[src/rtl/btn_debounce.sv]
// Push-button conditioner: two-flop synchronizer, stability-counter debounce,
// registered press/release pulses. Define BTN_DEBOUNCE_AUTOREPEAT_EN for held-button repeat.
module btn_debounce #(
  parameter int STABLE_CYCLES = 1_000_000,
  parameter int REPEAT_DELAY  = 50_000_000,
  parameter int REPEAT_PERIOD = 10_000_000
) (
  input  logic clk,
  input  logic rst,
  input  logic btn_in,
  output logic btn_level,
  output logic btn_press,
  output logic btn_release
);

  localparam int CNT_W = (STABLE_CYCLES > 1) ? $clog2(STABLE_CYCLES) : 1;
  localparam logic [CNT_W-1:0] CNT_LAST = CNT_W'(STABLE_CYCLES - 1);

  logic             sync0;
  logic             sync1;
  logic [CNT_W-1:0] cnt;
  logic             disagree;
  logic             expire;
  logic             rise;
  logic             fall;
  logic             press_next;

  // Debounce state is carried by btn_level/cnt: cnt==0 is a settled level,
  // cnt>0 means a disagreeing run is in progress toward a toggle.
  always_comb begin
    disagree = (sync1 != btn_level);
    expire   = disagree && (cnt == CNT_LAST);
    rise     = expire && sync1;
    fall     = expire && !sync1;
  end

`ifdef BTN_DEBOUNCE_AUTOREPEAT_EN
  localparam int RPT_MAX = (REPEAT_DELAY > REPEAT_PERIOD) ? REPEAT_DELAY : REPEAT_PERIOD;
  localparam int RPT_W   = (RPT_MAX > 1) ? $clog2(RPT_MAX) : 1;
  localparam logic [RPT_W-1:0] DELAY_LAST  = RPT_W'(REPEAT_DELAY - 1);
  localparam logic [RPT_W-1:0] PERIOD_LAST = RPT_W'(REPEAT_PERIOD - 1);

  logic [RPT_W-1:0] rpt;
  logic             rpt_first;
  logic             rpt_tick;

  // rpt_first selects the long initial delay until the first repeat has fired.
  // A release landing on a tick wins: the tick is dropped.
  always_comb begin
    rpt_tick   = btn_level && !fall && (rpt == (rpt_first ? DELAY_LAST : PERIOD_LAST));
    press_next = rise || rpt_tick;
  end

  always_ff @(posedge clk) begin
    if (rst) begin
      rpt       <= '0;
      rpt_first <= 1'b0;
    end else if (rise) begin
      rpt       <= '0;
      rpt_first <= 1'b1;
    end else if (fall) begin
      rpt       <= '0;
      rpt_first <= 1'b0;
    end else if (rpt_tick) begin
      rpt       <= '0;
      rpt_first <= 1'b0;
    end else if (btn_level) begin
      rpt <= rpt + RPT_W'(1);
    end
  end
`else
  always_comb begin
    press_next = rise;
  end
`endif

  always_ff @(posedge clk) begin
    if (rst) begin
      sync0       <= 1'b0;
      sync1       <= 1'b0;
      cnt         <= '0;
      btn_level   <= 1'b0;
      btn_press   <= 1'b0;
      btn_release <= 1'b0;
    end else begin
      sync0       <= btn_in;
      sync1       <= sync0;
      btn_press   <= press_next;
      btn_release <= fall;
      if (!disagree) begin
        cnt <= '0;
      end else if (cnt == CNT_LAST) begin
        btn_level <= sync1;
        cnt       <= '0;
      end else begin
        cnt <= cnt + CNT_W'(1);
      end
    end
  end

endmodule

[config.mk]
export PLATFORM = sky130hd
export DESIGN_NAME = btn_debounce
export DESIGN_NICKNAME = d
export VERILOG_FILES = /design/src/rtl/btn_debounce.sv
export SDC_FILE = /design/constraint.sdc
export NUM_CORES = 1
export LEC_CHECK = 0
export ABC_AREA = 1
export BUFFER_PORTS_ARGS = -buffer_cell sky130_fd_sc_hd__buf_2
export CAP_MARGIN = 20
export CORE_MARGIN = 2
export CORE_UTILIZATION = 50
export CTS_CLUSTER_DIAMETER = 200
export DETAILED_ROUTE_END_ITERATION = 12
export GPL_TIMING_DRIVEN = 0
export PLACE_DENSITY = 0.68
export SETUP_SLACK_MARGIN = 0.1
export SYNTH_ARGS = -nofsm -noshare
export SYNTH_HDL_FRONTEND = slang
export SYNTH_SLANG_ARGS = --single-unit
[constraint.sdc]
create_clock -name clk -period 1.7 [get_ports clk]
set_input_delay 0.34 -clock clk [delete_from_list [all_inputs] [get_ports clk]]
set_output_delay 0.34 -clock clk [all_outputs]
set_load 0.05 [all_outputs]
==> impl_summary.txt <==
----------------------------------------------------
[Setup path]
  Cells on worst reg2reg path ... 7
  Data arrival time of the critical path ... 1.69 ns
  Max Fanout on Critical Path ... 10
  Origin of the critical flop-to-flop path ... cnt[1]
  Start-to-end type of the worst setup path ... reg2reg
  Required time at the worst-slack endpoint ... 1.93 ns
  Sort of element at the start of the critical path ... flip-flop
  Sort of element at the end of the critical path ... flip-flop
  Critical Path Source ... cnt[1]

[Detailed routing]
  Total wire length after detailed routing ... 2369 um
  Post-route antenna net violation count ... 0
  Initial DRC count ... 33
  Overall via count from detail_route ... 1058
  Pre-Repair DR Iteration Count ... 4
  Vias/cell ... 5.014
  DRC ... 0
  Final routed wire length divided by cell count ... 11.23 um

[Timing]
  # setup viols final ... 0
  Slew Limit Fails ... 0
  RSZ-0062 raised after global routing ... no
  Final period demand of the worst path ... 1.457 ns
  Worst Max-Slew Pin Slew ... 0.2488 ns
  Worst clock skew on the final layout ... 0.009348 ns
  Post-Route Setup TNS ... 0 ns
  Max_slew headroom ... 0.8353
  PnR worst setup slack ... 0.2429 ns
  Worst hold slack across all endpoints ... 0.1865 ns
  Final period utilization ... 0.8571
  Maximum operating frequency ... 686.3 MHz
  Count of final hold-check violations ... 0

[CTS]
  Clock H-tree levels ... 1
  Clk Latency, worst-skew pair ... 0.33 ns
  Clk pin slew, worst setup/hold paths ... 0.14 ns
  TritonCTS clock tree ... yes
  Number of hold buffers added after cts ... 0
  Number of buffers between clock root and the deepest sink ... 2
  Clock tree root buffer cell ... clkbuf_4
  CTS sink cnt ... 25
  Setup Fix Bufs, Post-CTS ... 0
  Number of buffers created by CTS ... 3

[Flow run]
  Reported max-cap violation count ... 0

[Power]
  Peak ir drop on the vdd network ... 610.7 uV
  PnR Total Power ... 0.8833 mW
  Static Leak ... 0.4342 nW
  Areal power density over the cells ... 672.3 nW/um2

[Final layout]
  Area of the multi-input gates ... 619.3 um2
  Diode count ... 0
  Layout fillers ... 242
  Proportion of layout cells with a drive suffix above 1 ... 0.1421
  FF+latch area ... 501.7 um2
  Final instance area ... 1314 um2
  Filler-free cell count of the finished design ... 211
  Area growth from synthesis to layout ... 7.472%
  Number of nets at the end of the flow ... 188
  Final core utilization ... 0.5827

[Floorplan]
  Total core area ... 2255 um2
  Count of boundary I/O pins ... 6
  Site row count ... 17
  Die X ... 53.45 um
  Initial core utilization ... 0.5422
  Height of the die ... 53.45 um
  Die outline area ... 2856 um2

[Synthesis]
  Syn Std Cell Area ... 1222 um2
  Syn_nets ... 178
  Count of different cell masters after synthesis ... 23
  Flip-flop and latch count after synthesis ... 25
  Instance count of the mapped netlist ... 174
  Sequential area share after synthesis ... 0.4094
  Number of warnings reported in the yosys synthesis log ... 0
  Synthesized area per cell ... 7.025 um2

[Placed design]
  Number of I/O port buffers ... 5
  Placement-stage cell area ... 1282 um2
  Placer Congestion ... 0.8358
  DP Cell Count ... 207
  Pre-CTS worst setup slack ... 0.2357 ns
  Half-perimeter wire length after detailed placement ... 1845 um

[Global route]
  Overflow left after global routing ... 0
  Antenna violations before repair ... 0
  Pin count of the biggest net entering global routing ... 16
  Global router's overall resource usage ... 0.2041
  Via count of the first global-routing pass ... 985
  Wire length of the first global-routing pass ... 4133 um

[Hold path]
  Worst hold start ... rst
  Hold crit path type ... in2reg
  Hold path cells ... 2

[Status]
  Status ... complete, no violations

----------------------------------------------------
==> where the power goes <==
group	internal [mW]	total, mW	switching [mW]
clock	0.0901	0.277	0.187
sequential	0.589	0.591	0.00170
combinational	0.00649	0.0152	0.00868
==> critical path, stage by stage, from the launching register on <==
cell      delay (ns)
dfxtp_1         0.38
ha_1            0.20
nand3_2         0.15
clkinv_2        0.10
nand3_1         0.11
o21ai_2         0.19
buf_6           0.17
nor2_1          0.06
==> layout make-up <==
cell class,instances,share of cell area
Inverter,21,0.06095
Sequential cell,25,0.3819
Timing Repair Buffer,5,0.01905
Clock inverter,1,0.005714
Buffer,2,0.01714
Clock buffer,3,0.01714
Multi-Input combinational cell,126,0.4714
Tap cell,28,0.02667
==> cells by family (layout without fill, tap and decap cells) <==
| family | after synthesis | count (layout) | synth area share |
|---|---|---|---|
| compound gates | 11 | 11 | 0.05015 |
| xor+xnor | 9 | 9 | 0.06448 |
| flops | 25 | 25 | 0.4094 |
| buf+inv | 23 | 32 | 0.08392 |
| simple gates | 105 | 105 | 0.3818 |
| fa+ha+maj | 1 | 1 | 0.01023 |
==> registers in the layout, indices dropped and copies added (netlist names) <==
signal       cells
btn_press        1
sync0            1
btn_release      1
btn_level        1
sync1            1
cnt             20
==> routing by layer <==
layer / wire length (um) / GRT usage / part of all wire
met2: 1045 / 0.3189 / 0.44
met3: 140 / 0.03390 / 0.059
met4: 76 / 0.1068 / 0.032
met5: 0 / 0 / 0
met1: 1105 / 0.2666 / 0.47
==> cells in the final DEF, fill, tap and decap left out, types with 2 or more instances in the layout <==
cell type and n:
nand3_1 13, nor2_2 4, xor2_1 5, nand2_2 3, nand3_2 2, inv_1 20, nor2_4 2, nor2_1 36
xnor2_1 4, clkbuf_4 3, buf_2 5, a21oi_1 8, buf_6 2, nand2_1 40, dfxtp_1 24
==> final timing paths <==
kind	endpoint	slack [ns]
max reg2reg	cnt[11]	0.24
min reg2reg	sync1	0.42
min	sync1	0.19
max	cnt[11]	0.24
==> what timing repair did <==
item / 4_1_cts / 5_1_grt
endpoints found under the setup margin: 0 / 13
endpoints found under the hold margin: 0 / 0
resized for setup: 0 / 1
==> Yosys cell counts <==
| cell type | number | area [um2] |
|---|---|---|
| nor2_1 | 36 | 135.1 |
| xor2_1 | 5 | 43.79 |
| o21ai_0 | 1 | 5.000 |
| or2_2 | 1 | 6.260 |
| nand3_1 | 13 | 65.06 |
| nor2_4 | 2 | 22.52 |
| nor2_2 | 4 | 25.02 |
| and2_1 | 1 | 6.260 |
| o21bai_1 | 1 | 7.510 |
| nand3_2 | 2 | 20.02 |
| nand4_1 | 1 | 6.260 |
| dfxtp_1 | 25 | 500.5 |
| o21ai_2 | 1 | 8.760 |
| a21oi_1 | 8 | 40.04 |
| nand2_2 | 3 | 18.77 |
| clkinv_2 | 1 | 5.000 |
| or2_0 | 1 | 6.260 |
| buf_6 | 2 | 22.52 |
| nand2_1 | 40 | 150.1 |
| inv_1 | 20 | 75.07 |
| nor3_1 | 1 | 5.000 |
| ha_1 | 1 | 12.51 |
| xnor2_1 | 4 | 35.03 |
Note: power is estimated with default switching activity, not from simulation.
